[src/rtl/regfile_sequencer.sv]
// Micro-command sequencer for a register file: decodes WRITE, READ, REPEAT and SWEEP
// commands into registered active-low enables, function codes and read selects.
module regfile_sequencer #(
    parameter logic [2:0] CLR_FUN = 3'b011
) (
    input  logic        Clock,
    input  logic        Reset,
    input  logic [15:0] Cmd,
    input  logic        CmdValid,
    output logic        CmdReady,
    output logic [3:0]  RegSel,
    output logic [3:0]  ScrSel,
    output logic [2:0]  FunSel,
    output logic [2:0]  OutASel,
    output logic [2:0]  OutBSel,
    output logic        RdValid,
    output logic        Busy,
    output logic        Done
);

    typedef enum logic [2:0] {
        IDLE,
        WRITE,
        REPEAT,
        READ,
        SWEEP
    } state_t;

    state_t      state, state_n;
    logic [2:0]  dst_q, dst_n;
    logic [4:0]  cnt, cnt_n;
    logic [2:0]  idx, idx_n;
    logic [7:0]  sel_n;
    logic [2:0]  fun_n, outa_n, outb_n;
    logic        rd_n, busy_n, done_n;

    // Indices 0..7 map onto {RegSel, ScrSel} from the MSB down, one bit low.
    function automatic logic [7:0] enable_of(input logic [2:0] i);
        return ~(8'h80 >> i);
    endfunction

    assign CmdReady = (state == IDLE) && Reset;

    // Next-state and next-output values; every output is registered from these.
    always_comb begin
        state_n = state;
        dst_n   = dst_q;
        cnt_n   = cnt;
        idx_n   = idx;
        sel_n   = 8'hFF;
        fun_n   = FunSel;
        outa_n  = OutASel;
        outb_n  = OutBSel;
        rd_n    = 1'b0;
        busy_n  = 1'b0;
        done_n  = 1'b0;

        unique case (state)
            IDLE: begin
                if (CmdValid && CmdReady) begin
                    busy_n = 1'b1;
                    dst_n  = Cmd[10:8];
                    unique case (Cmd[15:14])
                        2'b00: begin
                            state_n = WRITE;
                            sel_n   = enable_of(Cmd[10:8]);
                            fun_n   = Cmd[13:11];
                        end
                        2'b01: begin
                            state_n = READ;
                            outa_n  = Cmd[7:5];
                            outb_n  = Cmd[4:2];
                            rd_n    = 1'b1;
                        end
                        2'b10: begin
                            state_n = REPEAT;
                            cnt_n   = Cmd[4:0];
                            sel_n   = enable_of(Cmd[10:8]);
                            fun_n   = Cmd[13:11];
                        end
                        default: begin
                            state_n = SWEEP;
                            idx_n   = 3'd0;
                            sel_n   = enable_of(3'd0);
                            fun_n   = CLR_FUN;
                        end
                    endcase
                end
            end
            WRITE, READ: begin
                state_n = IDLE;
                done_n  = 1'b1;
            end
            REPEAT: begin
                if (cnt == 5'd0) begin
                    state_n = IDLE;
                    done_n  = 1'b1;
                end else begin
                    cnt_n  = cnt - 5'd1;
                    sel_n  = enable_of(dst_q);
                    busy_n = 1'b1;
                end
            end
            SWEEP: begin
                if (idx == 3'd7) begin
                    state_n = IDLE;
                    done_n  = 1'b1;
                end else begin
                    idx_n  = idx + 3'd1;
                    sel_n  = enable_of(idx + 3'd1);
                    fun_n  = CLR_FUN;
                    busy_n = 1'b1;
                end
            end
            default: begin
                state_n = IDLE;
            end
        endcase
    end

    always_ff @(posedge Clock) begin
        if (!Reset) begin
            state   <= IDLE;
            dst_q   <= 3'd0;
            cnt     <= 5'd0;
            idx     <= 3'd0;
            RegSel  <= 4'hF;
            ScrSel  <= 4'hF;
            FunSel  <= 3'd0;
            OutASel <= 3'd0;
            OutBSel <= 3'd0;
            RdValid <= 1'b0;
            Busy    <= 1'b0;
            Done    <= 1'b0;
        end else begin
            state   <= state_n;
            dst_q   <= dst_n;
            cnt     <= cnt_n;
            idx     <= idx_n;
            RegSel  <= sel_n[7:4];
            ScrSel  <= sel_n[3:0];
            FunSel  <= fun_n;
            OutASel <= outa_n;
            OutBSel <= outb_n;
            RdValid <= rd_n;
            Busy    <= busy_n;
            Done    <= done_n;
        end
    end

endmodule

[config.mk]
export PLATFORM = sky130hd
export DESIGN_NAME = regfile_sequencer
export DESIGN_NICKNAME = d
export VERILOG_FILES = /design/src/rtl/regfile_sequencer.sv
export SDC_FILE = /design/constraint.sdc
export NUM_CORES = 1
export LEC_CHECK = 0
export BUFFER_PORTS_ARGS = -buffer_cell sky130_fd_sc_hd__buf_4
export CORE_MARGIN = 1
export CORE_UTILIZATION = 40
export CTS_BUF_LIST = sky130_fd_sc_hd__clkbuf_8
export DETAILED_ROUTE_END_ITERATION = 6
export GPL_ROUTABILITY_DRIVEN = 0
export SYNTH_ARGS = -nofsm -noshare
export SYNTH_HDL_FRONTEND = slang
export SYNTH_SLANG_ARGS = --single-unit
[constraint.sdc]
create_clock -name Clock -period 2.75 [get_ports Clock]
set_clock_uncertainty 0.15 [all_clocks]
set_input_delay 0.1375 -clock Clock [delete_from_list [all_inputs] [get_ports Clock]]
set_output_delay 0.1375 -clock Clock [all_outputs]
set_load 0.01 [all_outputs]
==> results.py <==
metrics = {
    "status": {
        "status": "finished clean",
    },
    "yosys": {
        "synthAdderAreaFrac": 0.0722,
        "yosysWarnings": 0,
        "synth_top_cell_by_area": "dfxtp_1",
        "yosys-top-cells-area": "dfxtp_1 (36%), ha_1 (7.2%), nand2_1 (5.1%)",
        "synth_cells": 227,
        "synthSimpleGateAreaFrac": 0.250,
        "synth_mux_area_frac": 0.0210,
        "syn_area_per_cell_um2": 8.39,
        "async_reset_ff_frac": 0,
        "ys.flop_type": "dfxtp_1",
        "yosysTopAreaCellShare": 0.357,
        "ys_ff_latch": 34,
        "synth-edff-count": 0,
        "synth_top_family_by_area": "simple AND/OR/NAND/NOR gates",
        "syn_area_mm2": 0.00191,
        "seq_area_frac_synth": 0.357,
        "synthesis.nets": 257,
        "synth_compound_area_frac": 0.243,
        "synth_xor_area_frac": 0,
        "yosysUniqueCellTypes": 54,
    },
    "timing": {
        "finalSetupViolations": 0,
        "drv_slew": 0,
        "worst_pin_slew_ns": 0.690,
        "tns_ns": 0,
        "max_freq_ghz": 0.457,
        "min_period_ns": 2.19,
        "max-slew-margin-rel": 0.538,
        "post-route-period-util": 0.796,
        "rsz0062_at_grt": "false",
        "hold_viol": 0,
    },
    "setup_path": {
        "r2r_cells": 6,
        "endpoint_kind": "flop",
        "cpMaxStageDelayCell": "or3b_2",
        "cp_data_arrival_time_ns": 2.21,
        "path_delay_family": "simple AND/OR/NAND/NOR gates",
        "cp.buffers_inverters": 0,
        "crit_fanout": 7,
        "critPathKind": "flop to flop",
        "critical_path_depth": 6,
        "crit_required_ns": 2.77,
        "worstSetupStartpointType": "flop",
        "cpPeakStageDelay_ns": 0.46,
        "cp_common_cell": "ha_1",
        "path_cells": "ha_1 > ha_1 > or3b_2 > a21oi_1 > o211ai_1 > or3_1",
    },
    "die": {
        "die_width_um": 71.0,
        "initial_core_util": 0.426,
        "num_rows": 24,
        "dieArea_mm2": 0.00504,
        "die_h_um": 71.0,
        "pin_count": 40,
        "core_area_mm2": 0.00447,
    },
    "cts": {
        "postCtsSetupBuffers": 0,
        "post_cts_resized": 0,
        "clk_pin_slew_ns": 0.07,
        "clock_latency_ns": 0.29,
        "cts_max_level": 2,
        "cts_sinks": 34,
        "ctsHoldBuffers": 11,
        "clockBufferDepth": 2,
        "root_buffer": "clkbuf_8",
        "cts_tree": "done",
        "cts_buffers": 5,
    },
    "min_path": {
        "holdCritPathClass": "input port to flop",
        "worstHoldPathCells": 3,
    },
    "detailed_routing": {
        "via_per_inst": 5.58,
        "drcViolationCount": 0,
        "drtIter0Drc": 88,
        "drtPass1Iterations": 7,
        "met3_length_um": 178,
        "wl_per_cell_um": 14.9,
        "top_layer_used": "met4",
        "route.met2.wl_um": 2370,
        "drt-met1-wl_um": 2240,
        "vias": 1824,
        "drtAntennaViolNets": 0,
        "routed_wl_um": 4880,
    },
    "global_routing": {
        "antenna_found_initial": 0,
        "grt_start_max_net_pins": 20,
        "grt_pass1_wl_um": 7990,
        "grt_pass1_vias": 1690,
        "grtUsageTotal": 0.204,
        "grt-ovfl-total": 0,
    },
    "place": {
        "post-place-cells": 308,
        "numPortBuffers": 39,
        "dpl.hpwl_um": 3490,
        "postPlaceCellArea_mm2": 0.00221,
    },
    "final_layout": {
        "layout.nets": 304,
        "multiInputGateArea_mm2": 0.00112,
        "regArea_um2": 681,
        "fillers": 436,
        "fin_cells": 327,
        "drive_gt1_frac": 0.207,
        "area_growth_syn_to_layout_pct": 26.7,
        "antennaDiodeCount": 0,
        "postLayoutCellArea_mm2": 0.00241,
    },
    "power": {
        "p_per_area_mw_per_mm2": 476,
        "p_leak_nw": 1.03,
        "ir_worst_vdd_mv": 0.278,
    },
    "flow_run": {
        "max-cap-violations": 0,
    },
}
[cells in the mapped netlist, drive strengths merged, types with 3 or more instances]
master / instances
nand2: 26
a31oi: 5
o311ai: 4
a21oi: 14
ha: 11
a211oi: 3
buf: 6
nand2b: 3
nor4b: 3
clkbuf: 6
nor2b: 4
mux2i: 4
o31ai: 3
o21ai: 13
inv: 11
nor3b: 5
a21boi: 3
dfxtp: 34
nor3: 4
a22oi: 4
nor2: 22
nand3: 8
[per-layer routing]
metal,GRT usage,vias up
met5,0,-
met3,0.0427,9
met1,0.253,848
li1,-,922
met2,0.345,45
met4,0.0822,0
[report_power, final]
| group | total, mW | internal (mW) | switching [mW] | leakage [nW] |
|---|---|---|---|---|
| logic | 0.230 | 0.108 | 0.122 | 0.702 |
| registers | 0.539 | 0.517 | 0.0217 | 0.277 |
| clock network | 0.379 | 0.198 | 0.181 | 0.0524 |
[placed cells by master, fill, tap and decap left out, types with 2 or more instances in the layout]
cell type      instances
buf_4                 41
dfxtp_1               34
nand2_1               26
nor2_1                21
a21oi_1               14
o21ai_0               13
inv_1                 12
ha_1                  11
dlygate4sd3_1         11
nand3_1                8
clkbuf_8               6
a31oi_1                5
nor3_1                 4
o311ai_0               4
nor2b_1                4
mux2i_1                4
nand2b_1               3
o31ai_1                3
a21boi_0               3
nor3b_1                3
a22oi_1                3
a211oi_1               3
or3_1                  2
a221oi_1               2
nor4b_1                2
nand3b_1               2
a211o_1                2
o21bai_1               2
o211ai_1               2
[state kept, by name, summed over array words and instances, names as in the netlist]
register  flops
Busy          1
Done          1
FunSel        3
OutASel       3
OutBSel       3
RdValid       1
RegSel        4
ScrSel        4
cnt           5
dst_q         3
idx           3
state         3
[final cells by class]
| class | instances | share of cell area |
|---|---|---|
| multi-input combinational | 170 | 0.463 |
| sequential | 34 | 0.282 |
| timing repair buffer | 52 | 0.173 |
| clock buffer | 6 | 0.0342 |
| tap | 52 | 0.0270 |
| inverter | 11 | 0.0171 |
| clock inverter | 2 | 0.00363 |
[worst register-to-register path, cell delays in order (launching register included)]
cell and delay [ns]:
dfxtp_1 0.36, ha_1 0.21, ha_1 0.26, or3b_2 0.46
a21oi_1 0.16, o211ai_1 0.11, or3_1 0.37
[kinds of logic (layout without fill, tap and decap cells)]
family,after synthesis,after routing
and+or+nand+nor,88,88
AOI/OAI and AO/OA,67,67
DFF,34,34
buffers and inverters,23,71
adders and majority gates,11,11
muxes,4,4
[stage by stage]
stage	setup WS, ns	hold slack (ns)	utilization	total power, mW
floorplan	0.668	0.0960	-	0.683
global placement	0.587	0.223	0.494	0.768
detailed placement	0.566	0.224	0.494	0.767
CTS	0.545	0.0170	0.539	1.16
global route	0.423	0.0248	0.539	1.21
finish	0.561	0.0166	0.539	1.15
[final timing paths]
check / start / to / slack (ns)
max: idx[0] / RegSel[3] / 0.56
max reg2reg: idx[0] / RegSel[3] / 0.56
min: Cmd[0] / cnt[0] / 0.02
min reg2reg: FunSel[1] / FunSel[1] / 0.31
Power figures use the tool's default switching activity.
